**src/rtl/fwd_scoreboard_unit_if.sv**
```systemverilog
// Execute-stage hazard bundle: source/destination selects, producer stage taps,
// long-op completion, and the forwarding/stall results returned to the pipeline.
interface fwd_scoreboard_unit_if #(
  parameter int NUM_STAGES = 3,
  parameter int XLEN       = 32,
  parameter int REG_W      = 5,
  parameter int CNT_W      = 32
);
  logic                        ex_valid;
  logic [REG_W-1:0]            rs1_e;
  logic [REG_W-1:0]            rs2_e;
  logic [REG_W-1:0]            rd_e;
  logic                        reg_write_e;
  logic                        lm_issue;
  logic [NUM_STAGES*REG_W-1:0] st_rd;
  logic [NUM_STAGES-1:0]       st_reg_write;
  logic [NUM_STAGES-1:0]       st_data_valid;
  logic [NUM_STAGES*XLEN-1:0]  st_data;
  logic                        lm_done;
  logic [XLEN-1:0]             lm_data;
  logic                        fwd_rs1;
  logic                        fwd_rs2;
  logic [XLEN-1:0]             fwd_data1;
  logic [XLEN-1:0]             fwd_data2;
  logic                        hazard_stall;
  logic                        lm_busy;
  logic [CNT_W-1:0]            stall_count;

  modport master (
    output ex_valid, rs1_e, rs2_e, rd_e, reg_write_e, lm_issue,
           st_rd, st_reg_write, st_data_valid, st_data, lm_done, lm_data,
    input  fwd_rs1, fwd_rs2, fwd_data1, fwd_data2, hazard_stall, lm_busy, stall_count
  );

  modport slave (
    input  ex_valid, rs1_e, rs2_e, rd_e, reg_write_e, lm_issue,
           st_rd, st_reg_write, st_data_valid, st_data, lm_done, lm_data,
    output fwd_rs1, fwd_rs2, fwd_data1, fwd_data2, hazard_stall, lm_busy, stall_count
  );
endinterface

```
**src/rtl/fwd_scoreboard_unit.sv**
```systemverilog
// RAW/WAW forwarding and stall unit over NUM_STAGES producers plus one long-op scoreboard entry.
// Latency: forwarding/stall combinational, scoreboard/counter update next CLK; backpressure: hazard_stall holds execute.
module fwd_scoreboard_unit #(
  parameter int NUM_STAGES = 3,
  parameter int XLEN       = 32,
  parameter int REG_W      = 5,
  parameter int CNT_W      = 32
) (
  input  logic                 CLK,
  input  logic                 RST,
  fwd_scoreboard_unit_if.slave bus
);

  logic             busy_q;
  logic [REG_W-1:0] pend_rd_q;
  logic [CNT_W-1:0] cnt_q;

  logic [REG_W-1:0] rs   [2];
  logic [1:0]       fwd;
  logic [1:0]       raw;
  logic [XLEN-1:0]  data [2];
  logic             waw_stall;
  logic             struct_stall;
  logic             stall;

  assign rs[0] = bus.rs1_e;
  assign rs[1] = bus.rs2_e;

  // Stages are scanned oldest to youngest so the youngest match is the one left standing.
  always_comb begin : resolve
    logic hit;
    hit = 1'b0;
    fwd = '0;
    raw = '0;
    for (int s = 0; s < 2; s++) begin
      hit     = 1'b0;
      data[s] = '0;
      if (rs[s] != '0) begin
        for (int i = NUM_STAGES - 1; i >= 0; i--) begin
          if (bus.st_reg_write[i] && (bus.st_rd[i*REG_W +: REG_W] == rs[s])) begin
            hit     = 1'b1;
            fwd[s]  = bus.st_data_valid[i];
            raw[s]  = !bus.st_data_valid[i];
            data[s] = bus.st_data[i*XLEN +: XLEN];
          end
        end
        if (!hit && busy_q && (pend_rd_q == rs[s])) begin
          if (bus.lm_done) begin
            fwd[s]  = 1'b1;
            data[s] = bus.lm_data;
          end else begin
            raw[s]  = 1'b1;
          end
        end
      end
    end
  end

  assign waw_stall    = bus.reg_write_e && busy_q && (bus.rd_e == pend_rd_q) &&
                        (bus.rd_e != '0) && !bus.lm_done;
  assign struct_stall = bus.lm_issue && busy_q && !bus.lm_done;
  assign stall        = bus.ex_valid && (raw[0] || raw[1] || waw_stall || struct_stall);

  assign bus.hazard_stall = stall;
  assign bus.fwd_rs1      = bus.ex_valid && fwd[0];
  assign bus.fwd_rs2      = bus.ex_valid && fwd[1];
  assign bus.fwd_data1    = (bus.ex_valid && fwd[0]) ? data[0] : '0;
  assign bus.fwd_data2    = (bus.ex_valid && fwd[1]) ? data[1] : '0;
  assign bus.lm_busy      = busy_q;
  assign bus.stall_count  = cnt_q;

  // A new capture takes priority so a long op can issue in its predecessor's completion cycle.
  always_ff @(posedge CLK) begin
    if (RST) begin
      busy_q    <= 1'b0;
      pend_rd_q <= '0;
      cnt_q     <= '0;
    end else begin
      if (bus.ex_valid && bus.lm_issue && !stall) begin
        busy_q    <= 1'b1;
        pend_rd_q <= bus.rd_e;
      end else if (bus.lm_done) begin
        busy_q    <= 1'b0;
      end
      if (stall && (cnt_q != '1)) begin
        cnt_q <= cnt_q + 1'b1;
      end
    end
  end

endmodule

```
**src/flat_wrapper.sv**
```systemverilog
// flat-port wrapper written by rule: the top's interface ports become plain ports
module fwd_scoreboard_unit_flat 
#(
  parameter int NUM_STAGES = 3,
  parameter int XLEN       = 32,
  parameter int REG_W      = 5,
  parameter int CNT_W      = 32
)
  (CLK, RST, bus_ex_valid, bus_rs1_e, bus_rs2_e, bus_rd_e, bus_reg_write_e, bus_lm_issue, bus_st_rd, bus_st_reg_write, bus_st_data_valid, bus_st_data, bus_lm_done, bus_lm_data, bus_fwd_rs1, bus_fwd_rs2, bus_fwd_data1, bus_fwd_data2, bus_hazard_stall, bus_lm_busy, bus_stall_count);
  fwd_scoreboard_unit_if #(.NUM_STAGES(NUM_STAGES), .XLEN(XLEN), .REG_W(REG_W), .CNT_W(CNT_W)) bus_i ();
  input  logic CLK;
  input  logic RST;
  input wire logic [$bits(bus_i.ex_valid)-1:0] bus_ex_valid;
  input wire logic [$bits(bus_i.rs1_e)-1:0] bus_rs1_e;
  input wire logic [$bits(bus_i.rs2_e)-1:0] bus_rs2_e;
  input wire logic [$bits(bus_i.rd_e)-1:0] bus_rd_e;
  input wire logic [$bits(bus_i.reg_write_e)-1:0] bus_reg_write_e;
  input wire logic [$bits(bus_i.lm_issue)-1:0] bus_lm_issue;
  input wire logic [$bits(bus_i.st_rd)-1:0] bus_st_rd;
  input wire logic [$bits(bus_i.st_reg_write)-1:0] bus_st_reg_write;
  input wire logic [$bits(bus_i.st_data_valid)-1:0] bus_st_data_valid;
  input wire logic [$bits(bus_i.st_data)-1:0] bus_st_data;
  input wire logic [$bits(bus_i.lm_done)-1:0] bus_lm_done;
  input wire logic [$bits(bus_i.lm_data)-1:0] bus_lm_data;
  output wire logic [$bits(bus_i.fwd_rs1)-1:0] bus_fwd_rs1;
  output wire logic [$bits(bus_i.fwd_rs2)-1:0] bus_fwd_rs2;
  output wire logic [$bits(bus_i.fwd_data1)-1:0] bus_fwd_data1;
  output wire logic [$bits(bus_i.fwd_data2)-1:0] bus_fwd_data2;
  output wire logic [$bits(bus_i.hazard_stall)-1:0] bus_hazard_stall;
  output wire logic [$bits(bus_i.lm_busy)-1:0] bus_lm_busy;
  output wire logic [$bits(bus_i.stall_count)-1:0] bus_stall_count;
  assign bus_i.ex_valid = bus_ex_valid;
  assign bus_i.rs1_e = bus_rs1_e;
  assign bus_i.rs2_e = bus_rs2_e;
  assign bus_i.rd_e = bus_rd_e;
  assign bus_i.reg_write_e = bus_reg_write_e;
  assign bus_i.lm_issue = bus_lm_issue;
  assign bus_i.st_rd = bus_st_rd;
  assign bus_i.st_reg_write = bus_st_reg_write;
  assign bus_i.st_data_valid = bus_st_data_valid;
  assign bus_i.st_data = bus_st_data;
  assign bus_i.lm_done = bus_lm_done;
  assign bus_i.lm_data = bus_lm_data;
  assign bus_fwd_rs1 = bus_i.fwd_rs1;
  assign bus_fwd_rs2 = bus_i.fwd_rs2;
  assign bus_fwd_data1 = bus_i.fwd_data1;
  assign bus_fwd_data2 = bus_i.fwd_data2;
  assign bus_hazard_stall = bus_i.hazard_stall;
  assign bus_lm_busy = bus_i.lm_busy;
  assign bus_stall_count = bus_i.stall_count;
  fwd_scoreboard_unit #(.NUM_STAGES(NUM_STAGES), .XLEN(XLEN), .REG_W(REG_W), .CNT_W(CNT_W)) u_core (.CLK(CLK), .RST(RST), .bus(bus_i));
endmodule
```
**config.mk**
```make
export PLATFORM = sky130hd
export DESIGN_NAME = fwd_scoreboard_unit_flat
export DESIGN_NICKNAME = d
export VERILOG_FILES = /design/src/rtl/fwd_scoreboard_unit_if.sv /design/src/rtl/fwd_scoreboard_unit.sv /design/src/flat_wrapper.sv
export SDC_FILE = /design/constraint.sdc
export NUM_CORES = 1
export LEC_CHECK = 0
export CORE_MARGIN = 2
export CORE_UTILIZATION = 25
export DETAILED_ROUTE_END_ITERATION = 12
export REMOVE_ABC_BUFFERS = 1
export SYNTH_ARGS = -nofsm -noshare
export SYNTH_HDL_FRONTEND = slang
export SYNTH_SLANG_ARGS = --single-unit
```
**constraint.sdc**
```tcl
create_clock -name CLK -period 5.7 [get_ports CLK]
set_input_delay 0.855 -clock CLK [delete_from_list [all_inputs] [get_ports CLK]]
set_output_delay 0.855 -clock CLK [all_outputs]
set_load 0.01 [all_outputs]
```
## Yosys cells after proc, flatten, opt, wreduce, memory -nomap -nowiden

Cells that the tools add are included.

| word-level totals | value |
|---|---|
| register bits | 38 |
| output and inout port bits | 100 |

| cells by class | value |
|---|---|
| add/sub/neg operators | 1 |
| equality and inequality tests | 10 |
| multiplexer cells | 48 |
| reductions and logical operators | 36 |

Operators with widths:

| cell | count |
|---|---|
| 2-to-1 mux 32 bit | 14 |
| equality test 5 bit | 9 |
| 2-to-1 mux 1 bit | 34 |
| adder 32 x 1 -> 32 bit, second input constant | 1 |
| inequality test 32 bit, second input constant | 1 |
| logical AND 1 bit | 22 |
| nonzero test 5 bit | 3 |
| zero test 1 bit | 7 |
| logical OR 1 bit | 3 |
| nonzero test 2 bit | 1 |

## Longest topological paths before layout

Gate-level depths: netlist of run 1.

| logic depth | value |
|---|---|
| word-level depth | 18 |
| mapped depth | 12 |
| depth with buffers taken out | 8 |

## Worst setup path before layout of run 1

Ideal clock, no wire load.

| path | value |
|---|---|
| kind | input to output |
| start | input port bus_rs1_e[3] |
| end | output port bus_fwd_data1[10] |
| arrival time | 2.970 ns |
| data required time | 4.845 ns |
| setup slack | 1.875 ns |
| stages | 10 |
| buffers on the path | 3 |
| path through | buf_2 > xor2_1 > nor4_1 > and3_1 > nor3_1 > and4b_1 > clkbuf_1 > o31ai_1 > clkbuf_1 > nor2_1 |

| on the way | value |
|---|---|
| word-level cells in the longest chain between the ends | 13 |
| elaborated cells between the ends (all ways) | 29 |
| classes of those cells | eq/ne: 4; mux: 17; reduce/logical: 8 |

RTL lines:

| item | RTL line | RTL |
|---|---|---|
| start: declaration | flat_wrapper.sv:14 | `input wire logic [$bits(bus_i.rs1_e)-1:0] bus_rs1_e;` |
| equality test 5 bit | fwd_scoreboard_unit.sv:40 | `if (bus.st_reg_write[i] && (bus.st_rd[i*REG_W +: REG_W] == rs[s])) begin` |
| logical AND 1 bit | fwd_scoreboard_unit.sv:40 |  |
| 2-to-1 mux 1 bit (3 in series) | fwd_scoreboard_unit.sv:40 |  |
| 2-to-1 mux 1 bit | fwd_scoreboard_unit.sv:38 | `if (rs[s] != '0) begin` |
| zero test 1 bit | fwd_scoreboard_unit.sv:47 | `if (!hit && busy_q && (pend_rd_q == rs[s])) begin` |
| logical AND 1 bit (2 in series) | fwd_scoreboard_unit.sv:47 |  |
| 2-to-1 mux 1 bit | fwd_scoreboard_unit.sv:47 |  |
| 2-to-1 mux 1 bit | fwd_scoreboard_unit.sv:38 |  |
| logical AND 1 bit | fwd_scoreboard_unit.sv:67 | `assign bus.fwd_data1 = (bus.ex_valid && fwd[0]) ? data[0] : '0;` |
| 2-to-1 mux 32 bit * | fwd_scoreboard_unit.sv:67 |  |
| end: declaration | flat_wrapper.sv:27 | `output wire logic [$bits(bus_i.fwd_data1)-1:0] bus_fwd_data1;` |

Every way passes the cells marked *; elsewhere a longest branch is shown, timed or not. The select of a mux whose other input is x is not followed.

## Worst setup path after layout of run 1

| path | value |
|---|---|
| start | input port bus_rs1_e[3] |
| end | output port bus_fwd_data1[19] |

The elaborated chain is that of the path after synthesis.

==> flow_summary.rst, run 1 <==
.. list-table::
   :header-rows: 1

   * - Metric
     - Value
   * - Clock network fraction of total power
     - 37.1%
   * - IR Drop Worst-Case VDD
     - 0.000135 V
   * - Top flip-flop cell by instance count after synthesis
     - sky130_fd_sc_hd__dfxtp_1
   * - Buffers plus inverters on the worst setup path
     - 4
   * - Chip Width
     - 136 um
   * - Transition time at the pin with the least slew margin
     - 0.654 ns
   * - Number of antenna-violating nets in the routed design
     - 0
   * - Hold Fails Final Rpt
     - 0
   * - Final WL
     - 20.8 mm
   * - Effective utilization at floorplan
     - 25.4%
   * - Antenna violations before repair
     - 6
   * - Portion of the post-synthesis area used by sequential elements
     - 17.5%
   * - Root Driver
     - sky130_fd_sc_hd__clkbuf_16
   * - RSZ-0062 raised after global routing
     - no
   * - Most frequent cells after synthesis
     - sky130_fd_sc_hd__nor2_1, sky130_fd_sc_hd__a22oi_1, sky130_fd_sc_hd__a221oi_1
   * - Post-Route Hold Slack
     - 0.501 ns
   * - Least setup slack across all paths after layout
     - 0.612 ns
   * - Top metal layer carrying routed signals
     - met5
   * - Largest delay share family, worst path
     - buffers and inverters
   * - Top-area cell type share of the netlist area
     - 17.5%
   * - Net switching component of the power
     - 0.000216 W
   * - Drt drc
     - 0
   * - Buffer levels on the longest clock path
     - 2
   * - Syn Std Cell Area
     - 0.00436 mm2
   * - Number of setup violations in the final report
     - 0
   * - Dpl hpwl
     - 16.0 mm
   * - Number of enable-type register cells in the synthesized netlist
     - 0
   * - Run status
     - complete, no violations
   * - Post-layout min period
     - 5.09 ns
   * - Warnings, synthesis
     - 0
   * - Top cells by area, synth
     - sky130_fd_sc_hd__dfxtp_1, sky130_fd_sc_hd__a221oi_1, sky130_fd_sc_hd__nor2_1, sky130_fd_sc_hd__a22oi_1, sky130_fd_sc_hd__xnor2_1
   * - Arrival time of the worst setup path
     - 4.23 ns
   * - CTS Hold Bufs
     - 0
   * - Syn Inst Count
     - 634
   * - Detail-routed via count per cell
     - 5.46
   * - Number of violations of the max-capacitance limit
     - 0
   * - Critical Path End Type
     - primary output
   * - Wire length of the first global-routing pass
     - 30.5 mm
   * - Power density cells
     - 113 mW/mm2
   * - Resized Gates After CTS
     - 0
   * - Wire length per cell
     - 19.1 um
   * - Post-CTS clock slew at the launch and capture registers of the worst setup and hold paths
     - 0.05 ns
   * - Maximum level of the CTS H-tree
     - 2
   * - Worst skew pair latency
     - 0.28 ns
   * - Worst-path cell chain
     - clkdlybuf4s50_1, xor2_1, nor4_1, and3_2, buf_4, nor2_1, o31ai_4, buf_4, nor2_1, clkdlybuf4s50_1
   * - Number of global-route vias before repair
     - 5,340
   * - TritonCTS clock tree
     - built
   * - Final non-filler cell total
     - 1,093
   * - Area Growth Syn to Fin
     - 70.0%
   * - Die Outline Area
     - 0.0185 mm2
   * - Slowest-stage cell, CP
     - sky130_fd_sc_hd__clkdlybuf4s50_1
   * - Placeable core area
     - 0.0172 mm2
   * - Cell type with the highest aggregate area in the netlist
     - sky130_fd_sc_hd__dfxtp_1
   * - Required time at the endpoint of the critical path
     - 4.85 ns
   * - Logic pwr share
     - 30.3%
   * - Leakage power summed over all cells
     - 2.33 nW
   * - Total setup buffers inserted after CTS
     - 0
   * - CTS Buf Count
     - 5
   * - Largest net degree at the start of global routing
     - 61
   * - Sequential power share
     - 32.5%
   * - Number of storage elements in the synthesis netlist
     - 38
   * - Largest clock skew in the final design
     - 0.00370 ns
   * - Setup TNS
     - 0 ns
   * - Syn Area/Cell
     - 6.88 um2
   * - Worst min-delay path class
     - reg2reg
   * - Nets@finish
     - 1,032
   * - Maximum clock frequency
     - 197 MHz
   * - Delay of the slowest cell on the worst path
     - 0.57 ns
   * - Largest fanout on the critical path
     - 41
   * - Number of iterations in the first detailed-routing pass
     - 6
   * - DR vias
     - 5,963
   * - Count of placed standard cells including taps
     - 1,079
   * - Final max-slew violation count
     - 0
   * - Weighted congestion at the end of routability-driven global placement
     - 0.848
   * - Met2 wire length
     - 9.98 mm
   * - # rows
     - 48
   * - Switching portion of total power
     - 25.7%
   * - Number of ports placed on the die boundary
     - 270
   * - Total grt overflow
     - 0
   * - Count of buffers from port buffering
     - 269
   * - Height of the chip
     - 136 um
   * - Violation count after the first detailed-routing iteration
     - 463
   * - Routed met1 length
     - 8.45 mm
   * - Global-route total usage across every layer
     - 20.8%
   * - Max_slew headroom
     - 56.3%
   * - Fraction of registers with async set/reset
     - 0%
   * - Type of the worst setup path
     - in2out
   * - Worst setup SP type
     - primary input
   * - Clock sink count
     - 38
   * - Post-placement worst setup slack
     - 0.637 ns
   * - Fraction of layout cells with a size suffix above 1
     - 4.29%
   * - Met3 wire len
     - 1.86 mm
   * - Final cycle utilization of the critical path
     - 89.3%
   * - Number of distinct library cell variants in the gate-level netlist after synthesis
     - 44
   * - Utilization of the core after routing
     - 43.1%
   * - Internal power
     - 0.000625 W
   * - Most common cell in the synthesized netlist
     - sky130_fd_sc_hd__nor2_1
==> layout by cell type, fill, tap and decap left out, drive strengths merged, types with 7 or more instances in the layout <==
cell,synthesis,layout
clkdlybuf4s50,0,269
nor2,148,148
a22oi,66,66
a221oi,64,64
dfxtp,38,38
a21oi,30,30
nand3,25,25
xnor2,23,23
xor2,22,22
nand2,18,18
or4,17,17
or3,16,16
o31ai,16,16
buf,20,15
o21ai,14,14
and3,10,10
inv,8,8
nor4,8,8
nor3,7,7
clkbuf,44,7
==> flip-flops by register name (all words and copies together), names as in the netlist <==
register,flops
u_core.bus.lm_busy,1
u_core.bus.stall_count,32
u_core.pend_rd_q,5
==> power groups by stage <==
stage	registers, W	clock network [W]	logic [W]
detailed placement	0.000279	0	0.000252
global route	0.000274	0.000332	0.000274
global placement	0.000279	0	0.000251
floorplan	0.000278	0	0.0000764
CTS	0.000274	0.000318	0.000254
finish	0.000274	0.000312	0.000255
==> metal layers <==
layer	track usage, %	vias to the layer above
met3	3.95	26
met5	0	-
met4	8.04	2
met1	26.5	2779
li1	-	2878
met2	34.5	278
==> cells by family after synthesis <==
family	after synthesis	synth area share, %
DFF	38	17.5
muxes	9	2.15
adders and majority gates	1	0.287
buffers and inverters	72	7.15
AOI/OAI and AO/OA	197	33.9
and+or+nand+nor	272	30.1
xor gates and xnor gates	45	9.04
==> through the flow <==
step | area (um2) | total power [W]
final | 7410 | 0.000841
after global routing | 7410 | 0.000880
after CTS | 7390 | 0.000846
after detailed placement | 7230 | 0.000532
after global placement | 7230 | 0.000531
after floorplan | 4080 | 0.000355
==> worst register-to-register path, stage by stage, from the launching register on <==
cell and delay, ns:
sky130_fd_sc_hd__dfxtp_1 0.43, sky130_fd_sc_hd__and4_1 0.29, sky130_fd_sc_hd__nand4_1 0.17, sky130_fd_sc_hd__nor2_1 0.34, sky130_fd_sc_hd__nand4_1 0.36, sky130_fd_sc_hd__o21a_1 0.31
sky130_fd_sc_hd__o31ai_4 0.05, sky130_fd_sc_hd__buf_4 0.45, sky130_fd_sc_hd__nor4_1 0.13, sky130_fd_sc_hd__mux2_2 0.28
==> worst paths after layout <==
check,startpoint,to,slack [ns],cells past startpoint
max,bus_rs1_e[3],bus_fwd_data1[19],0.61,10
min,u_core.bus.stall_count[26],u_core.bus.stall_count[26],0.50,2
max reg2reg,u_core.bus.stall_count[6],u_core.bus.stall_count[19],2.78,9
min reg2reg,u_core.bus.stall_count[26],u_core.bus.stall_count[26],0.50,2
==> layout make-up <==
type | instances | area (um2)
flip-flops and latches | 38 | 761
repair buffers | 284 | 2820
diodes | 6 | 15.0
inverters | 8 | 30.0
multi-input cells | 524 | 3340
well taps | 225 | 282
fillers | 1806 | 9770
clock buffers | 7 | 133
clock inverters | 1 | 30.0
(Power assumes the default switching activity.)
==> run 2, diff against run 1 <==
Settings changed: CELL_PAD_IN_SITES_DETAIL_PLACEMENT set to 1, CELL_PAD_IN_SITES_GLOBAL_PLACEMENT set to 1, CORE_MARGIN 2 to 3, PLACE_DENSITY_LB_ADDON set to 0.1.
==> flow_summary.rst, run 2 (same netlist as run 1, synthesis figures left out) <==
.. list-table::
   :header-rows: 1

   * - Metric
     - Value
   * - Run status
     - complete, no violations
   * - Max_slew headroom
     - 52.4% (-3.9 points)
   * - Resized Gates After CTS
     - 0 (unchanged)
   * - Sequential power share
     - 34.3% (+1.8 points)
   * - Violation count after the first detailed-routing iteration
     - 331 (-29%)
   * - Post-detailed-placement cell area
     - 0.00720 mm2 (-0.47%)
   * - Post-layout min period
     - 5.04 ns (-0.0473 ns)
   * - Setup TNS
     - 0 ns (unchanged)
   * - Worst setup slack for register-to-register paths
     - 2.68 ns (-0.10 ns)
   * - Total setup buffers inserted after CTS
     - 0 (unchanged)
   * - Maximum clock frequency
     - 198 MHz (+0.94%)
   * - Number of iterations in the first detailed-routing pass
     - 7 (+1)
   * - End point of the critical path
     - bus_fwd_data2[29]
   * - Number of instances on the worst hold path
     - 2 (unchanged)
   * - Net switching component of the power
     - 0.000220 W (+1.8%)
   * - DR vias
     - 5,999 (+0.60%)
   * - Most common cell after layout, fill and taps aside
     - sky130_fd_sc_hd__clkdlybuf4s50_1
   * - Weighted congestion at the end of routability-driven global placement
     - 0.934 (+10%)
   * - Number of violations of the max-capacitance limit
     - 0 (unchanged)
   * - IR Drop Worst-Case VDD
     - 0.000105 V (-22%)
   * - Die Outline Area
     - 0.0191 mm2 (+3.0%)
   * - Capture instance of the worst register-to-register path
     - u_core.bus.stall_count[19]
   * - Transition time at the pin with the least slew margin
     - 0.713 ns (+0.0594 ns)
   * - Area Growth Syn to Fin
     - 68.5%
   * - TritonCTS clock tree
     - built
   * - CTS Buf Count
     - 5 (unchanged)
   * - Antenna violations before repair
     - 8 (+2)
   * - Final max-slew violation count
     - 0 (unchanged)
   * - Wire length of the first global-routing pass
     - 36.7 mm (+20%)
   * - Logic pwr share
     - 32.5% (+2.2 points)
   * - Nets@finish
     - 1,030 (-0.19%)
   * - Number of flip-flops under the largest register name
     - 32 (unchanged)
   * - Arrival time of the worst setup path
     - 4.19 ns (-0.04 ns)
   * - Buffer levels on the longest clock path
     - 2 (unchanged)
   * - Number of global-route vias before repair
     - 6,301 (+18%)
   * - Type of the worst setup path
     - in2out
   * - Global-route total usage across every layer
     - 23.4% (+2.6 points)
   * - CTS Hold Bufs
     - 0 (unchanged)
   * - Clock sink count
     - 38 (unchanged)
   * - Internal power
     - 0.000578 W (-7.5%)
   * - Wire length per cell
     - 21.7 um (+14%)
   * - Final WL
     - 23.5 mm (+13%)
   * - Worst min-delay path class
     - reg2reg
   * - Largest net degree at the start of global routing
     - 66 (+8.2%)
   * - Root Driver
     - sky130_fd_sc_hd__clkbuf_16
   * - Worst setup SP type
     - primary input
   * - Commonest cells after routing, fill and taps aside
     - sky130_fd_sc_hd__clkdlybuf4s50_1, sky130_fd_sc_hd__nor2_1, sky130_fd_sc_hd__a22oi_1
   * - Effective utilization at floorplan
     - 25.9% (+0.54 points)
   * - Power density cells
     - 109 mW/mm2 (-4.3%)
   * - Required time at the endpoint of the critical path
     - 4.85 ns (about the same)
   * - # rows
     - 47 (-2.1%)
   * - Total grt overflow
     - 0 (unchanged)
   * - Least setup slack across all paths after layout
     - 0.659 ns (+0.0473 ns)
   * - Number of ports placed on the die boundary
     - 270 (unchanged)
   * - Maximum level of the CTS H-tree
     - 2 (unchanged)
   * - Critical Path End Type
     - primary output
   * - Largest clock skew in the final design
     - 0.00704 ns (+0.00334 ns)
   * - Hold Fails Final Rpt
     - 0 (unchanged)
   * - Summed area of non-filler cells in the final layout
     - 0.00735 mm2 (-0.86%)
   * - Number of setup violations in the final report
     - 0 (unchanged)
   * - Clock network fraction of total power
     - 33.2% (-3.9 points)
   * - Final cycle utilization of the critical path
     - 88.4% (-0.83 points)
   * - Worst setup startpoint
     - bus_rs2_e[0]
   * - Dpl hpwl
     - 18.3 mm (+14%)
   * - Post-placement worst setup slack
     - 0.637 ns (-0.000190 ns)
   * - Placeable core area
     - 0.0168 mm2 (-2.1%)
   * - Count of buffers from port buffering
     - 269 (unchanged)
   * - Drt drc
     - 0 (unchanged)
   * - Post-CTS clock slew at the launch and capture registers of the worst setup and hold paths
     - 0.05 ns (about the same)
   * - Worst skew pair latency
     - 0.28 ns (about the same)
   * - Number of antenna-violating nets in the routed design
     - 0 (unchanged)
   * - Depth of the worst register-to-register path
     - 9 (unchanged)
   * - Switching portion of total power
     - 27.6% (+1.9 points)
   * - Pwr Total
     - 0.000798 W (-5.1%)
   * - Largest fanout on the critical path
     - 32 (-22%)
   * - Fraction of layout cells with a size suffix above 1
     - 3.96% (-0.33 points)
   * - Chip Width
     - 138 um (+1.5%)
   * - Post-Route Hold Slack
     - 0.499 ns (-0.00181 ns)
   * - Leakage power summed over all cells
     - 2.30 nW (-1.1%)
   * - Detail-routed via count per cell
     - 5.53 (+1.3%)
   * - Height of the chip
     - 138 um (+1.5%)
   * - Startpoint of the lowest-slack register-to-register path
     - u_core.pend_rd_q[2]
   * - RSZ-0062 raised after global routing
     - no
==> run 2: changes by cell type in the layout (fill, tap and decap cells not counted), sizes merged <==
cell,change
buf,-2
bufinv,-1
==> run 2: power by group through the flow <==
stage               clock [W]  combinational (W)  sequential, W
finish               0.000265           0.000259       0.000274
global route         0.000287           0.000279       0.000274
CTS                  0.000273           0.000259       0.000274
detailed placement          0           0.000258       0.000280
global placement            0           0.000251       0.000279
floorplan                   0          0.0000764       0.000278
==> run 2: metrics by stage <==
stage	util, %	instances
final	43.7	1085
after floorplan	-	570
after global placement	42.8	1072
after CTS	43.6	1079
after global routing	43.7	1084
after detailed placement	42.8	1072
==> run 2: cell type report <==
type	instances	area [um2]
Clock buffer	7	133
Fill cell	2062	9470
Inverter	8	30.0
Tap cell	220	275
Antenna cell	6	15.0
Multi-Input combinational cell	524	3340
Timing Repair Buffer	282	2790
Sequential cell	38	761
==> run 2: worst min path at each step <==
stage / end / slack, ns / from
after floorplan: u_core.bus.stall_count[26] / 0.50 / u_core.bus.stall_count[26]
after global placement: u_core.bus.stall_count[9] / 0.47 / u_core.bus.stall_count[9]
after detailed placement: u_core.bus.stall_count[4] / 0.49 / u_core.bus.stall_count[4]
after CTS: u_core.bus.stall_count[4] / 0.50 / u_core.bus.stall_count[4]
after global routing: u_core.bus.stall_count[26] / 0.54 / u_core.bus.stall_count[26]
final: u_core.bus.stall_count[4] / 0.50 / u_core.bus.stall_count[4]
==> run 2: worst max-delay path, stage by stage <==
cell,delay [ns]
sky130_fd_sc_hd__clkdlybuf4s50_1,0.57
sky130_fd_sc_hd__xor2_1,0.22
sky130_fd_sc_hd__nor4_1,0.33
sky130_fd_sc_hd__nand3_1,0.14
sky130_fd_sc_hd__or4_4,0.56
sky130_fd_sc_hd__nor2_2,0.16
sky130_fd_sc_hd__buf_4,0.40
sky130_fd_sc_hd__a221oi_1,0.19
sky130_fd_sc_hd__nor2_1,0.18
sky130_fd_sc_hd__clkdlybuf4s50_1,0.56
==> run 2: metal layers <==
| layer | wire, um | share of wire, % | track usage (%) |
|---|---|---|---|
| met5 | 41 | 0.17 | 0 |
| met2 | 12000 | 51 | 41.7 |
| met3 | 1320 | 5.6 | 5.25 |
| met1 | 9710 | 41 | 28.4 |
| met4 | 476 | 2.0 | 5.93 |
==> run 3, diff against run 2 <==
--- a/constraint.sdc
+++ b/constraint.sdc
@@ -3,2 +3,2 @@
 set_output_delay 0.855 -clock CLK [all_outputs]
-set_load 0.01 [all_outputs]
+set_load 0.1 [all_outputs]
==> flow_summary.rst, run 3 (same netlist as run 1, synthesis figures left out) <==
.. list-table::
   :header-rows: 1

   * - Metric
     - Value
   * - Critical Path End Type
     - primary output
   * - Maximum level of the CTS H-tree
     - 2 (unchanged)
   * - Die Outline Area
     - 0.0191 mm2 (unchanged)
   * - Root Driver
     - sky130_fd_sc_hd__clkbuf_16
   * - CTS Hold Bufs
     - 0 (unchanged)
   * - Transition time at the pin with the least slew margin
     - 1.03 ns (+0.315 ns)
   * - Global-route total usage across every layer
     - 24.0% (+0.66 points)
   * - Worst skew pair latency
     - 0.28 ns (about the same)
   * - Final WL
     - 23.9 mm (+1.6%)
   * - Post-layout min period
     - 4.93 ns (-0.111 ns)
   * - Area Growth Syn to Fin
     - 82.7%
   * - Startpoint of the lowest-slack register-to-register path
     - u_core.bus.stall_count[6]
   * - CTS Buf Count
     - 5 (unchanged)
   * - Weighted congestion at the end of routability-driven global placement
     - 0.928 (-0.59%)
   * - Leakage power summed over all cells
     - 2.61 nW (+13%)
   * - Worst setup startpoint
     - bus_rs1_e[2]
   * - Fraction of layout cells with a size suffix above 1
     - 11.9% (+7.9 points)
   * - Utilization of the core after routing
     - 47.4% (+3.7 points)
   * - Max_slew headroom
     - 31.2% (-21 points)
   * - Capture instance of the worst register-to-register path
     - u_core.bus.stall_count[18]
   * - RSZ-0062 raised after global routing
     - no
   * - Hold Fails Final Rpt
     - 0 (unchanged)
   * - Number of global-route vias before repair
     - 6,495 (+3.1%)
   * - Number of antenna-violating nets in the routed design
     - 0 (unchanged)
   * - Type of the worst setup path
     - in2out
   * - Total grt overflow
     - 0 (unchanged)
   * - Resized Gates After CTS
     - 0 (unchanged)
   * - Commonest cells after routing, fill and taps aside
     - sky130_fd_sc_hd__clkdlybuf4s50_1, sky130_fd_sc_hd__nor2_1, sky130_fd_sc_hd__a22oi_1
   * - Violation count after the first detailed-routing iteration
     - 360 (+8.8%)
   * - End point of the critical path
     - bus_fwd_data1[10]
   * - Number of iterations in the first detailed-routing pass
     - 5 (-2)
   * - Largest clock skew in the final design
     - 0.00543 ns (-0.00162 ns)
   * - Sequential cell area
     - 761 um2 (unchanged)
   * - Final max-slew violation count
     - 0 (unchanged)
   * - Number of setup violations in the final report
     - 0 (unchanged)
   * - Area taken by multi-input logic gates
     - 0.00334 mm2 (unchanged)
   * - Least setup slack across all paths after layout
     - 0.770 ns (+0.111 ns)
   * - Post-placement worst setup slack
     - 0.757 ns (+0.121 ns)
   * - Drt drc
     - 0 (unchanged)
   * - IR Drop Worst-Case VDD
     - 0.000153 V (+46%)
   * - Worst setup SP type
     - primary input
   * - Worst setup slack for register-to-register paths
     - 2.69 ns (about the same)
   * - Number of violations of the max-capacitance limit
     - 0 (unchanged)
   * - Total setup buffers inserted after CTS
     - 0 (unchanged)
   * - Nets@finish
     - 1,029 (-0.097%)
   * - Height of the chip
     - 138 um (unchanged)
   * - Arrival time of the worst setup path
     - 4.08 ns (-0.11 ns)
   * - Most common cell after layout, fill and taps aside
     - sky130_fd_sc_hd__clkdlybuf4s50_1
   * - Power density cells
     - 104 mW/mm2 (-4.1%)
   * - Placeable core area
     - 0.0168 mm2 (unchanged)
   * - Buffer levels on the longest clock path
     - 2 (unchanged)
   * - Wire length per cell
     - 22.0 um (+1.5%)
   * - TritonCTS clock tree
     - built
   * - Post-CTS clock slew at the launch and capture registers of the worst setup and hold paths
     - 0.06 ns (about the same)
   * - DR vias
     - 6,057 (+0.97%)
   * - Count of buffers from port buffering
     - 269 (unchanged)
   * - Effective utilization at floorplan
     - 25.9% (unchanged)
   * - Run status
     - complete, no violations
   * - Pwr Total
     - 0.000829 W (+3.9%)
   * - Largest fanout on the critical path
     - 66 (+110%)
   * - Wire length of the first global-routing pass
     - 37.7 mm (+2.6%)
   * - Depth of the worst register-to-register path
     - 9 (unchanged)
   * - Clock sink count
     - 38 (unchanged)
   * - Post-Route Hold Slack
     - 0.497 ns (-0.00269 ns)
   * - Largest net degree at the start of global routing
     - 67 (+1.5%)
   * - Filler cell count
     - 2,024 (-1.8%)
   * - Maximum clock frequency
     - 203 MHz (+2.2%)
   * - Number of flip-flops under the largest register name
     - 32 (unchanged)
   * - Detail-routed via count per cell
     - 5.58 (+0.87%)
   * - Dpl hpwl
     - 18.9 mm (+3.5%)
   * - Number of ports placed on the die boundary
     - 270 (unchanged)
   * - Chip Width
     - 138 um (unchanged)
   * - Antenna violations before repair
     - 8 (unchanged)
   * - Worst min-delay path class
     - reg2reg
   * - Required time at the endpoint of the critical path
     - 4.85 ns (about the same)
   * - # rows
     - 47 (unchanged)
   * - Final cycle utilization of the critical path
     - 86.5% (-1.9 points)
## run 3: cell types whose count changed in the layout (fill, tap and decap cells not counted), sizes merged
cell and delta:
diode +1, clkinv +1, buf +66, clkdlybuf4s50 -67
## run 3: layout make-up
class	count	area share, %
Multi-Input combinational cell	524	42.0
Clock inverter	1	0.0628
Tap cell	220	3.46
Inverter	8	0.377
Sequential cell	38	9.55
Clock buffer	7	1.79
Antenna cell	7	0.220
Timing Repair Buffer	281	42.6
## run 3: metal layers
layer	vias up	part of all wire, %	GRT usage (%)
met5	-	0.11	0
met1	2936	39	27.6
met3	43	5.6	5.46
met2	218	52	43.7
met4	4	3.4	8.27
li1	2856	-	-
## run 3: how the worst min path moves through the flow
stage                                   start                         to  slack [ns]  depth (start not counted)
global route        u_core.bus.stall_count[9]  u_core.bus.stall_count[9]        0.52                          2
detailed placement  u_core.bus.stall_count[9]  u_core.bus.stall_count[9]        0.49                          2
floorplan                 u_core.pend_rd_q[4]        u_core.pend_rd_q[4]        0.54                          2
global placement    u_core.bus.stall_count[9]  u_core.bus.stall_count[9]        0.47                          2
finish              u_core.bus.stall_count[9]  u_core.bus.stall_count[9]        0.50                          2
CTS                 u_core.bus.stall_count[9]  u_core.bus.stall_count[9]        0.50                          2
## run 3: critical path, stage by stage
cell                              delay [ns]
sky130_fd_sc_hd__clkdlybuf4s50_1        0.54
sky130_fd_sc_hd__xor2_1                 0.23
sky130_fd_sc_hd__nor4_1                 0.39
sky130_fd_sc_hd__and3_2                 0.26
sky130_fd_sc_hd__buf_4                  0.56
sky130_fd_sc_hd__and2_1                 0.31
sky130_fd_sc_hd__o31ai_4                0.07
sky130_fd_sc_hd__buf_4                  0.28
sky130_fd_sc_hd__nor2_1                 0.33
sky130_fd_sc_hd__buf_12                 0.22
## run 3: through the flow
| stage | instance area, um2 | std cells | TNS [ns] |
|---|---|---|---|
| global placement | 7800 | 1071 | 0 |
| global route | 7960 | 1085 | 0 |
| finish | 7960 | 1086 | 0 |
| CTS | 7950 | 1079 | 0 |
| detailed placement | 7800 | 1071 | 0 |
| floorplan | 4080 | 570 | -102.06 |
## run 3: report_power, final
part / switching, W / internal (W) / total (W)
Clock: 0.000109 / 0.000174 / 0.000283
Combinational: 0.000123 / 0.000150 / 0.000273
Sequential: 0.00000523 / 0.000269 / 0.000274
Total: 0.000237 / 0.000592 / 0.000829
